**src/rtl/mem_port_arbiter.sv**
```systemverilog
// mem_port_arbiter
//   Shares one synchronous-read memory between the CPU port and the DMA/debug
//   loader port. It issues at most one access per cycle and steers the read
//   data back to whichever requester issued the read.
//
//   Arbitration order:
//     1. a locked DMA burst that is still requesting
//     2. a DMA request that has waited STARVE_LIMIT CPU grants
//     3. the CPU
//     4. the DMA
//
// Ports
//   clock, reset_n             rising-edge clock; asynchronous active-low reset
//   cpu_req/we/addr/wdata      CPU request, held by the CPU until cpu_gnt
//   cpu_gnt                    CPU access issued this cycle (combinational)
//   cpu_rvalid/cpu_rdata       CPU read return, one cycle after the grant
//   dma_req/we/addr/wdata      DMA request, held by the DMA until dma_gnt
//   dma_lock                   taken with a granted DMA access; keeps DMA
//                              ownership for its next access (burst)
//   dma_gnt                    DMA access issued this cycle (combinational)
//   dma_rvalid/dma_rdata       DMA read return, one cycle after the grant
//   mem_we/addr/wdata          memory command; all zero when no access is issued
//   mem_rdata                  memory read data, valid one cycle after the address
module mem_port_arbiter #(
  parameter int ADDR_W       = 8,
  parameter int DATA_W       = 16,
  parameter int STARVE_LIMIT = 4
) (
  input  logic              clock,
  input  logic              reset_n,
  input  logic              cpu_req,
  input  logic              cpu_we,
  input  logic [ADDR_W-1:0] cpu_addr,
  input  logic [DATA_W-1:0] cpu_wdata,
  output logic              cpu_gnt,
  output logic              cpu_rvalid,
  output logic [DATA_W-1:0] cpu_rdata,
  input  logic              dma_req,
  input  logic              dma_we,
  input  logic [ADDR_W-1:0] dma_addr,
  input  logic [DATA_W-1:0] dma_wdata,
  input  logic              dma_lock,
  output logic              dma_gnt,
  output logic              dma_rvalid,
  output logic [DATA_W-1:0] dma_rdata,
  output logic              mem_we,
  output logic [ADDR_W-1:0] mem_addr,
  output logic [DATA_W-1:0] mem_wdata,
  input  logic [DATA_W-1:0] mem_rdata
);

  localparam int CNT_W = 4;
  localparam logic [CNT_W-1:0] LIMIT_C = CNT_W'(STARVE_LIMIT);

  logic [CNT_W-1:0] starve_cnt_reg, starve_cnt_next;
  logic             lock_owned_reg, lock_owned_next;
  logic             cpu_win, dma_win;

  // Read return pipeline, one lane per requester: index 0 = CPU, 1 = DMA.
  logic              rd_gnt       [2];
  logic              rvalid_reg   [2];
  logic [DATA_W-1:0] rdata_hold_reg [2];
  logic [DATA_W-1:0] rdata_mux    [2];

  // Grant decision. The grants are qualified with reset_n so that they are
  // forced low while reset is asserted, with no wait for a clock edge.
  always_comb begin
    cpu_win = 1'b0;
    dma_win = 1'b0;
    if (reset_n) begin
      if (dma_req && (lock_owned_reg || starve_cnt_reg == LIMIT_C)) begin
        dma_win = 1'b1;
      end else if (cpu_req) begin
        cpu_win = 1'b1;
      end else if (dma_req) begin
        dma_win = 1'b1;
      end
    end
  end

  assign cpu_gnt = cpu_win;
  assign dma_gnt = dma_win;

  // Memory command mux; idle cycles present an all-zero command.
  always_comb begin
    mem_we    = 1'b0;
    mem_addr  = '0;
    mem_wdata = '0;
    if (cpu_win) begin
      mem_we    = cpu_we;
      mem_addr  = cpu_addr;
      mem_wdata = cpu_wdata;
    end else if (dma_win) begin
      mem_we    = dma_we;
      mem_addr  = dma_addr;
      mem_wdata = dma_wdata;
    end
  end

  // starve_cnt counts CPU grants taken while DMA waits. It resets once DMA
  // is served or stops asking.
  // lock_owned follows dma_lock on each DMA grant and is released as soon as
  // DMA stops requesting.
  always_comb begin
    starve_cnt_next = starve_cnt_reg;
    lock_owned_next = lock_owned_reg;
    if (dma_win || !dma_req) begin
      starve_cnt_next = '0;
    end else if (cpu_win && starve_cnt_reg != LIMIT_C) begin
      starve_cnt_next = starve_cnt_reg + 1'b1;
    end
    if (dma_win) begin
      lock_owned_next = dma_lock;
    end else if (!dma_req) begin
      lock_owned_next = 1'b0;
    end
  end

  always_ff @(posedge clock or negedge reset_n) begin
    if (!reset_n) begin
      starve_cnt_reg <= '0;
      lock_owned_reg <= 1'b0;
    end else begin
      starve_cnt_reg <= starve_cnt_next;
      lock_owned_reg <= lock_owned_next;
    end
  end

  always_comb begin
    rd_gnt[0] = cpu_win & ~cpu_we;
    rd_gnt[1] = dma_win & ~dma_we;
  end

  // Per-lane read return. The memory's own output register supplies the
  // returned word, so the lane passes mem_rdata straight through in its
  // rvalid cycle and captures it so rdata holds between returns.
  genvar gi;
  generate
    for (gi = 0; gi < 2; gi++) begin : g_lane
      always_ff @(posedge clock or negedge reset_n) begin
        if (!reset_n) begin
          rvalid_reg[gi]     <= 1'b0;
          rdata_hold_reg[gi] <= '0;
        end else begin
          rvalid_reg[gi] <= rd_gnt[gi];
          if (rvalid_reg[gi]) begin
            rdata_hold_reg[gi] <= mem_rdata;
          end
        end
      end

      assign rdata_mux[gi] = rvalid_reg[gi] ? mem_rdata : rdata_hold_reg[gi];
    end
  endgenerate

  assign cpu_rvalid = rvalid_reg[0];
  assign dma_rvalid = rvalid_reg[1];
  assign cpu_rdata  = rdata_mux[0];
  assign dma_rdata  = rdata_mux[1];

endmodule
```
**config.mk**
```make
export PLATFORM = sky130hd
export DESIGN_NAME = mem_port_arbiter
export DESIGN_NICKNAME = d
export VERILOG_FILES = /design/src/rtl/mem_port_arbiter.sv
export SDC_FILE = /design/constraint.sdc
export NUM_CORES = 1
export LEC_CHECK = 0
export CORE_MARGIN = 10
export CORE_UTILIZATION = 35
export CTS_CLUSTER_DIAMETER = 150
export DETAILED_ROUTE_END_ITERATION = 12
export PLACE_DENSITY = 0.78
export REMOVE_ABC_BUFFERS = 1
export SLEW_MARGIN = 40
export SYNTH_ARGS = -nofsm -noshare
export SYNTH_HDL_FRONTEND = slang
export SYNTH_SLANG_ARGS = --single-unit
```
**constraint.sdc**
```tcl
create_clock -name clock -period 2.8 [get_ports clock]
set_input_delay 0.84 -clock clock [delete_from_list [all_inputs] [get_ports clock]]
set_output_delay 0.84 -clock clock [all_outputs]
set_load 0.01 [all_outputs]
```
After elaboration in Yosys (flattened, before gate mapping)

Index checks and enable logic that the tools add are counted.

Flip-flop bits (word level): 39
Input port bits: 71
Logic and storage cells: 39

Add/subtract/negate cells: 1
Eq/ne operators: 3
Mux-type cells: 19
Bitwise operators: 4
Reduce and logical (&&, ||, !) cells: 6

Operators by type and width:

| operator                                      | count |
|---|---|
| two-way mux 16 bit                            | 4 |
| two-way mux 8 bit                             | 2 |
| two-way mux 1 bit                             | 11 |
| two-way mux 4 bit                             | 2 |
| adder 4 x 1 -> 4 bit, second input constant   | 1 |
| == test 4 x 3 -> 1 bit, second input constant | 1 |
| != test 4 x 3 -> 1 bit, second input constant | 1 |
| bitwise AND 1 bit                             | 2 |
| logical AND 1 bit                             | 2 |
| logical OR 1 bit                              | 2 |
| != test 2 x 1 -> 1 bit, second input constant | 1 |
| NOT 1 bit                                     | 2 |
| nonzero test 2 bit                            | 1 |
| zero test 1 bit                               | 1 |

Logic depth before layout (Yosys ltp)

Word-level depth: 8
Gate-level depth with buffers: 8
Depth with buffers taken out: 6

Least setup slack after synthesis

Ideal clock, no wire load.

Kind: input-to-output
Start point: in dma_req
End point: out mem_wdata[2]
Data arrival time: 1615 ps
Required time: 1960 ps
Setup slack: 345 ps
Stages: 5
Path through: inv_1 o2111a_1 buf_6 buf_6 a22o_1

Elaborated cells between the ends (all ways): 9
Classes of those cells: mux: 8; reduce/logical: 1

RTL lines:

| what               | line | text |
|---|---|---|
| start, declared    | 38   | `input logic dma_req,` |
| logical AND 1 bit  | 71   | `if (dma_req && (lock_owned_reg \|\| starve_cnt_reg == LIMIT_C)) begin` |
| two-way mux 1 bit  | 71   |  |
| two-way mux 1 bit  | 70   | `if (reset_n) begin` |
| named net cpu_gnt  | 35   | `output logic cpu_gnt,` |
| two-way mux 16 bit | 89   | `if (cpu_win) begin` |
| end, declared      | 48   | `output logic [DATA_W-1:0] mem_wdata,` |

The timed path passes the listed nets, and every way through them passes these cells.

Worst setup path in the final report

Start point: in reset_n
End point: out dma_gnt

Longest elaborated chain between the ends: 1

Ends and longest elaborated chain:

| what              | line | text |
|---|---|---|
| start, declared   | 30   | `input logic reset_n,` |
| two-way mux 1 bit | 70   |  |
| end, declared     | 43   | `output logic dma_gnt,` |

Every way passes these cells.

==> out/metrics.yaml <==
drive_gt1_share_pct: 33.80
relSlewSlack_pct: 68.07
crit_fanout: 13
ant_nets: 0
start_kind: "input pin"
ys.flop_type: "dfrtp_1"
place_hpwl_microns: 5567
synth.top_cell.area_share_pct: 52.95
p_leak_nw: 1.554
rows: 26
grt.overflow.total: 0
seq_area_frac_synth_pct: 52.95
insertion_delay_ns: 0.28
hold_viol: 0
finalCriticalPeriod_ns: 2.703
via_per_inst: 4.958
ir_drop_v: 0.0002059
synth.distinct_cells: 27
timing.fmax_mhz: 370.0
gp_congestion: 0.7507
synth_top_area_cell: "dfrtp_1"
core_area_sq_um: 5107
io_buffers: 131
drc: 0
async_flop_share_pct: 100.0
cp_data_arrival_time_ns: 1.86
fillerInstances: 411
netlist_instances: 136
drt-initial-drc-count: 59
setup-tns-final_ns: 0
nets: 357
ys_warn_count: 0
clock_path_buffers: 2
grtUsageTotal_pct: 16.37
syn_area_per_cell_sq_um: 13.55
synth_commonest_cells: "dfrtp_1, mux2_2, a22o_1"
synth_area_leaders: "dfrtp_1, mux2_2, a22o_1"
synth-seq-cells: 39
syn_to_final_growth_pct: 83.37
clk_pin_slew_ns: 0.07
min_period_over_period_pct: 96.53
synth_enable_flop_cells: 0
cp-end-kind: "output pin"
required_ns: 1.96
grt_pass1_vias: 2054
worst_pin_slew_ns: 0.4790
path_class: "input pin to output pin"
grt_max_degree: 40
postCtsHoldBufs: 0
first_pass_iters: 4
outcome: "complete, no violations"
drv_cap: 0
grt_pass1_wl_microns: 10890
vias: 1755
largest_register_ffs: 32
cts_tree: "done"
cts_buffers: 5
regArea_sq_um: 975.9
setup_viol: 0
cts_root_buffer: "clkbuf_8"
die_x_microns: 92.57
antennaDiodeCount: 0
dp_slack_ns: -0.6555
avgRoutedWirePerCell_microns: 19.73
rsz0062_at_grt: "no"
antenna_found_initial: 0
fin_ws_ns: 0.09727
initial_core_util_pct: 36.09
yosysMostFrequentCell: "dfrtp_1"
synth_area_sq_um: 1843
multi_input_area_sq_um: 798.3
cts.sinks: 39
power.density_nw_per_um2: 489.1
hp-class: "flip-flop to flip-flop"
die_area_sq_um: 8568
dieHeight_microns: 92.57
htreeDepth: 2
ios: 132
totalWireLength_microns: 6983
fin_skew_ns: 0.003246
drv_slew: 0
[worst max-delay path: stages]
cell	delay [ns]
buf_2	0.14
inv_2	0.06
a31oi_4	0.15
and2_4	0.17
buf_4	0.19
dlygate4sd2_1	0.31
[final timing paths]
| path | start | end | slack [ns] | cells past startpoint |
|---|---|---|---|---|
| min reg2reg | rdata_hold_reg[17]$_DFF_PN0_ | rdata_hold_reg[17]$_DFF_PN0_ | 0.49 | 1 |
| max | reset_n | dma_gnt | 0.1 | 6 |
| max reg2reg | starve_cnt_reg[0]$_DFFE_PN0P_ | starve_cnt_reg[3]$_DFFE_PN0P_ | 1.10 | 8 |
| min in group asynchronous | reset_n | rdata_hold_reg[0]$_DFF_PN0_ | 0.70 | 2 |
| min | rdata_hold_reg[17]$_DFF_PN0_ | rdata_hold_reg[17]$_DFF_PN0_ | 0.49 | 1 |
| max in group asynchronous | reset_n | rdata_hold_reg[5]$_DFF_PN0_ | 1.77 | 2 |
[report_power, final]
group          switching, W  internal, W  leakage [nW]
logic              0.000252     0.000341          1.03
registers         0.0000251     0.000666         0.477
clock network      0.000176     0.000193        0.0470
total              0.000453      0.00120          1.55
[metal layers]
| layer | vias up | part of all wire [%] | track usage (%) | wire length (microns) |
|---|---|---|---|---|
| met5 | - | 0 | 0 | 0 |
| met4 | 0 | 5.0 | 9.254 | 346 |
| met3 | 16 | 14 | 10.65 | 1003 |
| met2 | 110 | 47 | 27.24 | 3270 |
| met1 | 835 | 34 | 14.86 | 2362 |
| li1 | 794 | - | - | - |
[cells by family after synthesis]
kind of cell	Yosys count	synth area share [%]
compound gates	31	14.32
xor+xnor	1	0.4753
fa+ha+maj	2	1.358
buf+inv	15	5.431
flops	39	52.95
mux	34	20.64
simple gates	14	4.821
[metrics by stage]
step,power [W],instances,util (%),instance area [sq um],hold WS (ns)
after floorplan,0.0009366,126,-,1762,0.5134
after global placement,0.001362,343,64.63,3301,0.4803
after global routing,0.001748,354,66.17,3379,0.5062
final,0.001653,354,66.17,3379,0.4932
after detailed placement,0.001377,343,64.63,3301,0.4863
after CTS,0.001689,357,66.68,3406,0.4998
[layout by cell type, fill, tap and decap left out, types with 2 or more instances in the layout]
cell             instances
clkdlybuf4s50_1         69
dfrtp_1                 39
dlygate4sd2_1           34
mux2_2                  32
a22o_1                  24
buf_2                   16
buf_4                   16
buf_6                   12
clkbuf_8                 6
inv_2                    3
nor2_1                   3
buf_12                   3
inv_1                    2
nand2_1                  2
nand4_1                  2
a21oi_1                  2
mux2i_1                  2
[area by class of cell]
type,count,share of cell area [%]
clock buffers,6,2.444
clock inverters,1,0.1481
inverters,5,0.5554
multi-input cells,82,23.62
flip-flops and latches,39,28.88
well taps,70,2.592
repair buffers,151,41.76
[repair_timing]
action	in CTS	in global routing
buffers inserted	4	0
setup endpoints to repair	59	26
resized for setup	161	11
gates cloned	3	0
pin swaps	7	20
No activity file was read; power rests on OpenSTA's default activity.
